[src/rtl/period_scan_ctrl.sv]
// period_scan_ctrl
//
// Round-robin scheduler that shares one period-measurement engine across
// NUM_CH sensor inputs. Each channel in turn is selected and allowed to
// settle. The block then measures 2^AVG_LOG2 rising-edge-to-rising-edge
// periods and publishes their truncated average, tagged with the channel id.
// A channel that shows no rising edge for TIMEOUT cycles produces a timeout
// result, so a dead sensor cannot stall the scan.
//
// Optional feature macro: PERIOD_SCAN_CH_MASK_EN
//   When defined, the block gains a ch_mask input (1 = skip that channel).
//   Each channel advance picks the next unmasked channel in wrap order.
//   If every channel is masked, the block stays in IDLE.
//
// Ports:
//   clk           in   system clock
//   rst_n         in   asynchronous active-low reset
//   enable        in   level-sensitive scan enable
//   sig_in        in   [NUM_CH] raw asynchronous sensor inputs
//   ch_mask       in   [NUM_CH] channel skip mask (only with PERIOD_SCAN_CH_MASK_EN)
//   ch_sel        out  channel currently selected for measurement
//   busy          out  high in every state except IDLE
//   result_valid  out  one-cycle pulse when a result is published
//   result_ch     out  channel id of the published result
//   result_period out  averaged period in clk cycles, 0 on timeout
//   timeout_flag  out  high when the published result is a timeout

module period_scan_ctrl #(
  parameter int NUM_CH     = 4,
  parameter int CNT_W      = 16,
  parameter int SETTLE_CYC = 8,
  parameter int TIMEOUT    = 50000,
  parameter int AVG_LOG2   = 2
) (
  input  logic                      clk,
  input  logic                      rst_n,
  input  logic                      enable,
  input  logic [NUM_CH-1:0]         sig_in,
`ifdef PERIOD_SCAN_CH_MASK_EN
  input  logic [NUM_CH-1:0]         ch_mask,
`endif
  output logic [$clog2(NUM_CH)-1:0] ch_sel,
  output logic                      busy,
  output logic                      result_valid,
  output logic [$clog2(NUM_CH)-1:0] result_ch,
  output logic [CNT_W-1:0]          result_period,
  output logic                      timeout_flag
);

  localparam int CH_W   = $clog2(NUM_CH);
  localparam int ACC_W  = CNT_W + AVG_LOG2;
  localparam int SCNT_W = AVG_LOG2 + 1;

  localparam logic [CNT_W-1:0]  TIMEOUT_C   = CNT_W'(TIMEOUT);
  localparam logic [CNT_W-1:0]  SETTLE_LAST = CNT_W'(SETTLE_CYC - 1);
  localparam logic [SCNT_W-1:0] LAST_SAMPLE = SCNT_W'((1 << AVG_LOG2) - 1);
  localparam logic [CH_W-1:0]   LAST_CH     = CH_W'(NUM_CH - 1);

  typedef enum logic [2:0] {
    IDLE,
    SETTLE,
    ARM,
    MEASURE,
    DONE
  } state_t;

  state_t state, state_n;

  logic              sync_ff1, sync_ff2, sync_last;
  logic              rise;
  logic [CNT_W-1:0]  cnt, cnt_inc;
  logic [ACC_W-1:0]  acc, acc_sum;
  logic [SCNT_W-1:0] n_samp;
  logic              cnt_expired, settle_done, last_sample, done_timeout;
  logic              enter_settle, enter_done;
  logic [CH_W-1:0]   adv_start, adv_ch;
  logic              adv_found;

  // Edge detector sits behind the two synchronizer flops. Its latency is
  // fixed, so edge-to-edge spacing equals the true period.
  assign rise = sync_ff2 & ~sync_last;

  // One counter serves three roles. In SETTLE it counts settle cycles.
  // In ARM it counts cycles since ARM was entered. In MEASURE it counts
  // cycles since the last edge. It is restarted at 1 on an edge, so at the
  // next edge it holds exactly the period. It saturates instead of wrapping.
  assign cnt_inc     = (cnt == '1) ? cnt : cnt + 1'b1;
  assign cnt_expired = (cnt >= TIMEOUT_C);
  assign settle_done = (cnt >= SETTLE_LAST);
  assign last_sample = (n_samp == LAST_SAMPLE);
  assign acc_sum     = acc + ACC_W'(cnt);

  assign busy = (state != IDLE);

  // Reaching DONE is a timeout unless it happened on the final sampled edge.
  assign done_timeout = (state == ARM) || !rise;

  assign enter_settle = (state_n == SETTLE) && (state != SETTLE);
  assign enter_done   = (state_n == DONE) && (state != DONE);

  // Search starts at channel 0 when leaving IDLE, otherwise at the channel
  // after the current one (with wrap for non-power-of-two NUM_CH).
  assign adv_start = (state == IDLE) ? '0 :
                     ((ch_sel == LAST_CH) ? '0 : ch_sel + 1'b1);

`ifdef PERIOD_SCAN_CH_MASK_EN
  logic [CH_W:0] adv_sum;

  // Pick the first unmasked channel at or after adv_start in wrap order.
  // The loop runs from the farthest offset down, so the nearest unmasked
  // channel is the last assignment and wins.
  always_comb begin
    adv_found = 1'b0;
    adv_ch    = '0;
    adv_sum   = '0;
    for (int i = NUM_CH - 1; i >= 0; i--) begin
      adv_sum = {1'b0, adv_start} + (CH_W+1)'(i);
      if (adv_sum >= (CH_W+1)'(NUM_CH)) begin
        adv_sum = adv_sum - (CH_W+1)'(NUM_CH);
      end
      if (!ch_mask[adv_sum[CH_W-1:0]]) begin
        adv_found = 1'b1;
        adv_ch    = adv_sum[CH_W-1:0];
      end
    end
  end
`else
  assign adv_found = 1'b1;
  assign adv_ch    = adv_start;
`endif

  // State register.
  always_ff @(posedge clk or negedge rst_n) begin
    if (!rst_n) begin
      state <= IDLE;
    end else begin
      state <= state_n;
    end
  end

  // Next-state logic. Dropping enable aborts any measurement at once.
  // An edge takes priority over a timeout that expires in the same cycle.
  always_comb begin
    state_n = state;
    case (state)
      IDLE: begin
        if (enable && adv_found) state_n = SETTLE;
      end
      SETTLE: begin
        if (!enable)          state_n = IDLE;
        else if (settle_done) state_n = ARM;
      end
      ARM: begin
        if (!enable)          state_n = IDLE;
        else if (rise)        state_n = MEASURE;
        else if (cnt_expired) state_n = DONE;
      end
      MEASURE: begin
        if (!enable) begin
          state_n = IDLE;
        end else if (rise) begin
          if (last_sample) state_n = DONE;
        end else if (cnt_expired) begin
          state_n = DONE;
        end
      end
      DONE: begin
        state_n = (enable && adv_found) ? SETTLE : IDLE;
      end
      default: state_n = IDLE;
    endcase
  end

  // Datapath registers: synchronizer, counter, accumulator, channel select
  // and the held result fields. Entering SETTLE switches the channel and
  // clears the synchronizer history, so the previous channel's level cannot
  // appear as an edge on the new one. Result fields are loaded on the way
  // into DONE, so result_valid is high during the single DONE cycle.
  always_ff @(posedge clk or negedge rst_n) begin
    if (!rst_n) begin
      sync_ff1      <= 1'b0;
      sync_ff2      <= 1'b0;
      sync_last     <= 1'b0;
      cnt           <= '0;
      acc           <= '0;
      n_samp        <= '0;
      ch_sel        <= '0;
      result_valid  <= 1'b0;
      result_ch     <= '0;
      result_period <= '0;
      timeout_flag  <= 1'b0;
    end else begin
      result_valid <= 1'b0;
      sync_ff1     <= sig_in[ch_sel];
      sync_ff2     <= sync_ff1;
      sync_last    <= sync_ff2;

      case (state)
        SETTLE: begin
          cnt <= settle_done ? CNT_W'(1) : cnt_inc;
        end
        ARM: begin
          if (rise) begin
            cnt    <= CNT_W'(1);
            acc    <= '0;
            n_samp <= '0;
          end else begin
            cnt <= cnt_inc;
          end
        end
        MEASURE: begin
          if (rise) begin
            cnt    <= CNT_W'(1);
            acc    <= acc_sum;
            n_samp <= n_samp + 1'b1;
          end else begin
            cnt <= cnt_inc;
          end
        end
        default: ;
      endcase

      if (enter_done) begin
        result_valid <= 1'b1;
        result_ch    <= ch_sel;
        if (done_timeout) begin
          result_period <= '0;
          timeout_flag  <= 1'b1;
        end else begin
          result_period <= acc_sum[ACC_W-1:AVG_LOG2];
          timeout_flag  <= 1'b0;
        end
      end

      if (enter_settle) begin
        ch_sel    <= adv_ch;
        sync_ff1  <= 1'b0;
        sync_ff2  <= 1'b0;
        sync_last <= 1'b0;
        cnt       <= '0;
        acc       <= '0;
        n_samp    <= '0;
      end else if (state_n == IDLE) begin
        ch_sel <= '0;
      end
    end
  end

endmodule

[config.mk]
export PLATFORM = sky130hd
export DESIGN_NAME = period_scan_ctrl
export DESIGN_NICKNAME = d
export VERILOG_FILES = /design/src/rtl/period_scan_ctrl.sv
export SDC_FILE = /design/constraint.sdc
export NUM_CORES = 1
export LEC_CHECK = 0
export BUFFER_PORTS_ARGS = -buffer_cell sky130_fd_sc_hd__buf_2
export CAP_MARGIN = 15
export CORE_MARGIN = 5
export CORE_UTILIZATION = 50
export CTS_CLUSTER_DIAMETER = 80
export DETAILED_ROUTE_END_ITERATION = 10
export PLACE_DENSITY = 0.71
export SYNTH_ARGS = -nofsm -noshare
export SYNTH_HDL_FRONTEND = slang
export SYNTH_SLANG_ARGS = --single-unit
[constraint.sdc]
create_clock -name clk -period 3.8 [get_ports clk]
set_clock_uncertainty 0.2 [all_clocks]
set_input_delay 0.95 -clock clk [delete_from_list [all_inputs] [get_ports clk]]
set_output_delay 0.95 -clock clk [all_outputs]
set_load 0.01 [all_outputs]
-- Yosys cells after proc, flatten, opt, wreduce, memory -nomap -nowiden
Index checks and enable logic that the tools add are counted.
- bits in registers: 65
- $lt $le $gt $ge: 3
- equality and inequality tests: 13
- add/sub/neg operators: 4
- bitwise operators: 2
- multiplexer cells: 36
- reductions and logical operators: 12
- operator list (kind ; count):
    2-to-1 mux 16 bit ; 5
    2-to-1 mux 18 bit ; 3
    2-to-1 mux 3 bit ; 12
    one-hot mux 18 bit (2 select lines) ; 1
    one-hot mux 16 bit (2 select lines) ; 1
    adder 18 x 16 -> 18 bit ; 1
    adder 16 x 1 -> 16 bit (second input constant) ; 1
    equality test 16 bit (second input constant) ; 1
    greater-or-equal comparator 16 bit (second input constant) ; 1
    greater-or-equal comparator 16 x 3 -> 1 bit (second input constant) ; 1
    one-hot mux 3 bit (5 select lines) ; 1
    equality test 3 x 2 -> 1 bit (second input constant) ; 3
    != test 3 bit (second input constant) ; 3
    nonzero test 3 bit ; 3
    2-to-1 mux 2 bit ; 4
    2-to-1 mux 1 bit ; 7
    equality test 3 x 1 -> 1 bit (second input constant) ; 2
    equality test 3 bit (second input constant) ; 2
    logical NOT 3 bit ; 2
    one-hot mux 3 bit (2 select lines) ; 1
    adder 3 x 1 -> 3 bit (second input constant) ; 1
    less-than comparator 2 x 3 -> 1 bit (second input constant) ; 1
    != test 3 x 1 -> 1 bit (second input constant) ; 1
    AND reduction 3 bit ; 1
    other kinds (10) ; 11

-- Logic depth before layout (Yosys ltp)
- depth after elaboration: 9
- gate-level depth with buffers: 9

-- Least setup slack after synthesis
Ideal clock, no wire load.
- path kind: reg2reg
- start: register cnt[0]
- end: register acc[16]
- setup time: 126 ps
- path slack: 1045 ps
- cell stages (with the launch flop): 9
- arrival: 2429 ps
- clock period less this slack: 2755 ps
- path through: dfrtp_1 -> ha_1 -> fa_1 -> a211o_2 -> a211oi_4 -> nor4_2 -> nor3_2 -> o21ai_0 -> a221o_1
- word-level cells in the longest chain between the ends: 9
- elaborated cells between the ends (all ways): 20
- those cells by class: add/sub (1); order compare (2); eq/ne (3); mux (11); reduce/logical (3)
- RTL lines (what ; RTL line ; RTL):
    start: declaration ; 71 ; logic [CNT_W-1:0] cnt, cnt_inc;
    start signal: assignment ; 200 ; cnt <= settle_done ? CNT_W'(1) : cnt_inc;
    start signal: assignment ; 208 ; cnt <= cnt_inc;
    start signal: assignment ; 217 ; cnt <= cnt_inc;
    greater-or-equal comparator 16 bit ; 88 ; assign cnt_expired = (cnt >= TIMEOUT_C);
    2-to-1 mux 3 bit ; 156, 163 ;
    2-to-1 mux 3 bit, on equally long branches ; 161, 155 ;
    2-to-1 mux 3 bit, on equally long branches ; 159, 154 ;
    one-hot mux 3 bit (5 select lines) ; 145 ; case (state)
    equality test 3 x 1 -> 1 bit ; 98 ; assign enter_settle = (state_n == SETTLE) && (state != SETTLE);
    logical AND 1 bit ; 98 ;
    != test 3 bit (no source line) or nonzero test 3 bit (tied branches) ; - ;
    AND reduction 3 bit (no source line) ; - ;
    end signal: assignment ; 214 ; acc <= acc_sum;
    end: declaration ; 72 ; logic [ACC_W-1:0] acc, acc_sum;
Parallel ways exist; a longest one is shown, timed or not. The select of a mux whose other input is x is not followed.
A chain may end at the register's enable or synchronous reset.

-- Worst setup path after layout
Same ends and word-level chain as after synthesis.

==> results.json <==
{
  "wl_per_cell_um": 15.8,
  "slew_headroom": 0.533,
  "register_area_mm2": 0.00163,
  "hp-start": "result_period[15]",
  "timing.fmax_mhz": 335,
  "end_kind": "flip-flop",
  "leakage_nw": 2.08,
  "min_to": "result_period[15]",
  "grt.total_usage": 0.191,
  "start_util": 0.513,
  "synthArstFlopShare": 1.00,
  "drv_slew": 0,
  "grt_first_pass_wirelength_mm": 13.6,
  "cts_buffer_depth": 2,
  "critPathTopFamily": "compound AO/OA/AOI/OAI gates",
  "avgViaCountPerCell": 5.78,
  "netlist.area_leader.share": 0.437,
  "synth_warnings": 0,
  "finalWorstSetupSlack_ns": 0.812,
  "overflow": 0,
  "h-tree-depth": 3,
  "reg2reg_to": "acc[16]",
  "crit_fanout": 8,
  "timing_hold_violations_final": 0,
  "rr_startpoint": "cnt[0]",
  "period_minus_slack_ns": 2.99,
  "start_kind": "flip-flop",
  "num_vias": 2902,
  "drt_iter0_drc": 179,
  "drt_drc_violations_left": 0,
  "tns_ns": 0,
  "required_ns": 3.84,
  "cts_buffers": 9,
  "layout_commonest_cell": "dfrtp_1",
  "grt_max_degree": 42,
  "ff2ff_setup_slack_ns": 0.81,
  "insertedDiodeCount": 0,
  "multi_input_area_mm2": 0.00200,
  "numClockSinks": 65,
  "fp.dieH_um": 96.3,
  "die_w_um": 96.3,
  "path_clk_slew_ns": 0.08,
  "cp.arrival_ns": 3.02,
  "pre_cts_slack_ns": 0.812,
  "place_hpwl_mm": 5.70,
  "post-cts-setup-buffers": 0,
  "pin_count": 30,
  "port_buffers": 29,
  "synth_cell_types": 58,
  "status": "finished clean",
  "coreArea_mm2": 0.00725,
  "cts-resized-gates": 0,
  "grt_pass1_vias": 2873,
  "syn2layout_area_growth_pct": 13.1,
  "cts_hold_buf": 0,
  "cp_slowest_stage_delay_ns": 0.46,
  "tritoncts": "built",
  "timing.critical_path.buf_inv": 0,
  "die-area_mm2": 0.00927,
  "yosysSeqAreaShare": 0.437,
  "syn_area_mm2": 0.00372,
  "ys.flop_type": "dfrtp_1",
  "crit_type": "reg -> reg",
  "yosysTopAreaCell": "dfrtp_1",
  "synth_seq_cells": 65,
  "num-fill-cells": 648,
  "worstMarginPinSlew_ns": 0.694,
  "synth_cells": 366,
  "rows": 31,
  "drt-total-wl_mm": 7.94,
  "antenna_left": 0,
  "slowest_stage": "dfrtp_1",
  "power.density_mw_per_mm2": 457,
  "syn_nets": 395,
  "synth.top_cells.by_area": "dfrtp_1 44%, ha_1 7.1%, a22o_1 5.9%",
  "antenna_found_initial": 0,
  "layout_common_cells": "65 x dfrtp_1, 30 x nand2_1, 29 x buf_2",
  "avgSynthCellArea_um2": 10.2,
  "setup_violations": 0,
  "drt_pass1_iterations": 4,
  "gp_congestion": 0.832,
  "holdCritPathClass": "reg -> reg",
  "worst_r2r_path_depth": 8,
  "cap_violations": 0,
  "crit_chain": "ha_1, fa_1, a211o_2, a211oi_4, nor4_2, nor3_2, o21ai_0, a221o_1",
  "period_share": 0.786,
  "nNetsFinal": 427,
  "ctsRootBufferMaster": "clkbuf_8",
  "holdPathStages": 2,
  "drive_above_1_share": 0.171,
  "rsz0062_at_grt": "no",
  "ir_drop_uv": 233,
  "clock_latency_ns": 0.35,
  "synth_edf_count": 0
}
-- cell type report --
| type | count | share of cell area |
|---|---|---|
| flip-flops and latches | 65 | 0.386 |
| repair buffers | 33 | 0.0416 |
| multi-input cells | 281 | 0.476 |
| clock buffers | 10 | 0.0327 |
| clock inverters | 6 | 0.0270 |
| inverters | 8 | 0.00713 |
| well taps | 99 | 0.0294 |
-- tightest hold or removal path, cell delays in order (launching register included) --
cell	delay, ns
dfrtp_1	0.34
nand2_1	0.04
o21ai_0	0.05
-- worst max-delay path by stage --
| stage | from | end | depth (start not counted) |
|---|---|---|---|
| after floorplan | cnt[0] | acc[16] | 8 |
| after global placement | cnt[0] | acc[16] | 8 |
| after detailed placement | cnt[0] | acc[16] | 8 |
| after CTS | cnt[0] | acc[16] | 8 |
| after global routing | cnt[0] | acc[16] | 8 |
| final | cnt[0] | acc[16] | 8 |
-- cell families (layout without fill, tap and decap cells) --
group,Yosys count,count (layout),synth area share
compound gates,106,106,0.213
xor+xnor,23,23,0.0541
fa+ha+maj,22,22,0.0759
buf+inv,20,57,0.0252
flops,65,65,0.437
mux,5,5,0.0192
simple gates,125,125,0.175
-- power by group --
part | switching, mW | internal [mW]
Sequential | 0.0644 | 0.738
Combinational | 0.248 | 0.138
Clock | 0.280 | 0.456
-- per-layer routing --
layer  wire, µm  vias up  track usage
li1           -     1421            -
met1       3680     1412        0.244
met2       3800       60        0.314
met3        349        9       0.0508
met4        108        0       0.0607
met5          0        -            0
-- state kept, by name (all words and copies together), names as in the netlist --
| register | count |
|---|---|
| acc | 18 |
| cnt | 16 |
| result_period | 16 |
| n_samp | 3 |
| state | 3 |
| ch_sel | 2 |
| result_ch | 2 |
| result_valid | 1 |
| sync_ff1 | 1 |
| sync_ff2 | 1 |
| sync_last | 1 |
| timeout_flag | 1 |
-- cells in the mapped netlist, types with 2 or more instances --
| cell type | count |
|---|---|
| clkbuf_1 | 7 |
| buf_2 | 2 |
| xor2_1 | 9 |
| nand3_1 | 9 |
| a21o_2 | 3 |
| a221oi_1 | 2 |
| a21o_1 | 4 |
| mux2_2 | 3 |
| and4_1 | 2 |
| a31oi_1 | 3 |
| o21bai_1 | 2 |
| o21ai_2 | 2 |
| or4_1 | 2 |
| o21ai_0 | 18 |
| nor4_2 | 2 |
| or3_1 | 2 |
| nand4_1 | 6 |
| a22o_1 | 25 |
| o22ai_1 | 2 |
| nor4_1 | 3 |
| dfrtp_1 | 65 |
| ha_1 | 21 |
| nand2_1 | 30 |
| o21a_1 | 3 |
| a21oi_1 | 19 |
| and3_1 | 9 |
| nor3_1 | 7 |
| o211ai_1 | 4 |
| nor2b_1 | 4 |
| a211oi_2 | 2 |
| and2_1 | 12 |
| buf_6 | 2 |
| nor2_1 | 27 |
| a211oi_1 | 6 |
| inv_1 | 8 |
| nand2b_1 | 4 |
| xnor2_1 | 14 |
-- through the flow --
step	hold WS (ns)	cells	power (mW)	utilization	cell area, µm²
after floorplan	0.228	366	1.08	-	3720
after global placement	0.233	486	1.19	0.546	3960
after detailed placement	0.264	486	1.20	0.546	3960
after CTS	0.282	502	1.94	0.580	4210
after global routing	0.300	502	2.03	0.580	4210
final	0.273	502	1.93	0.580	4210
Power figures use the tool's default switching activity.
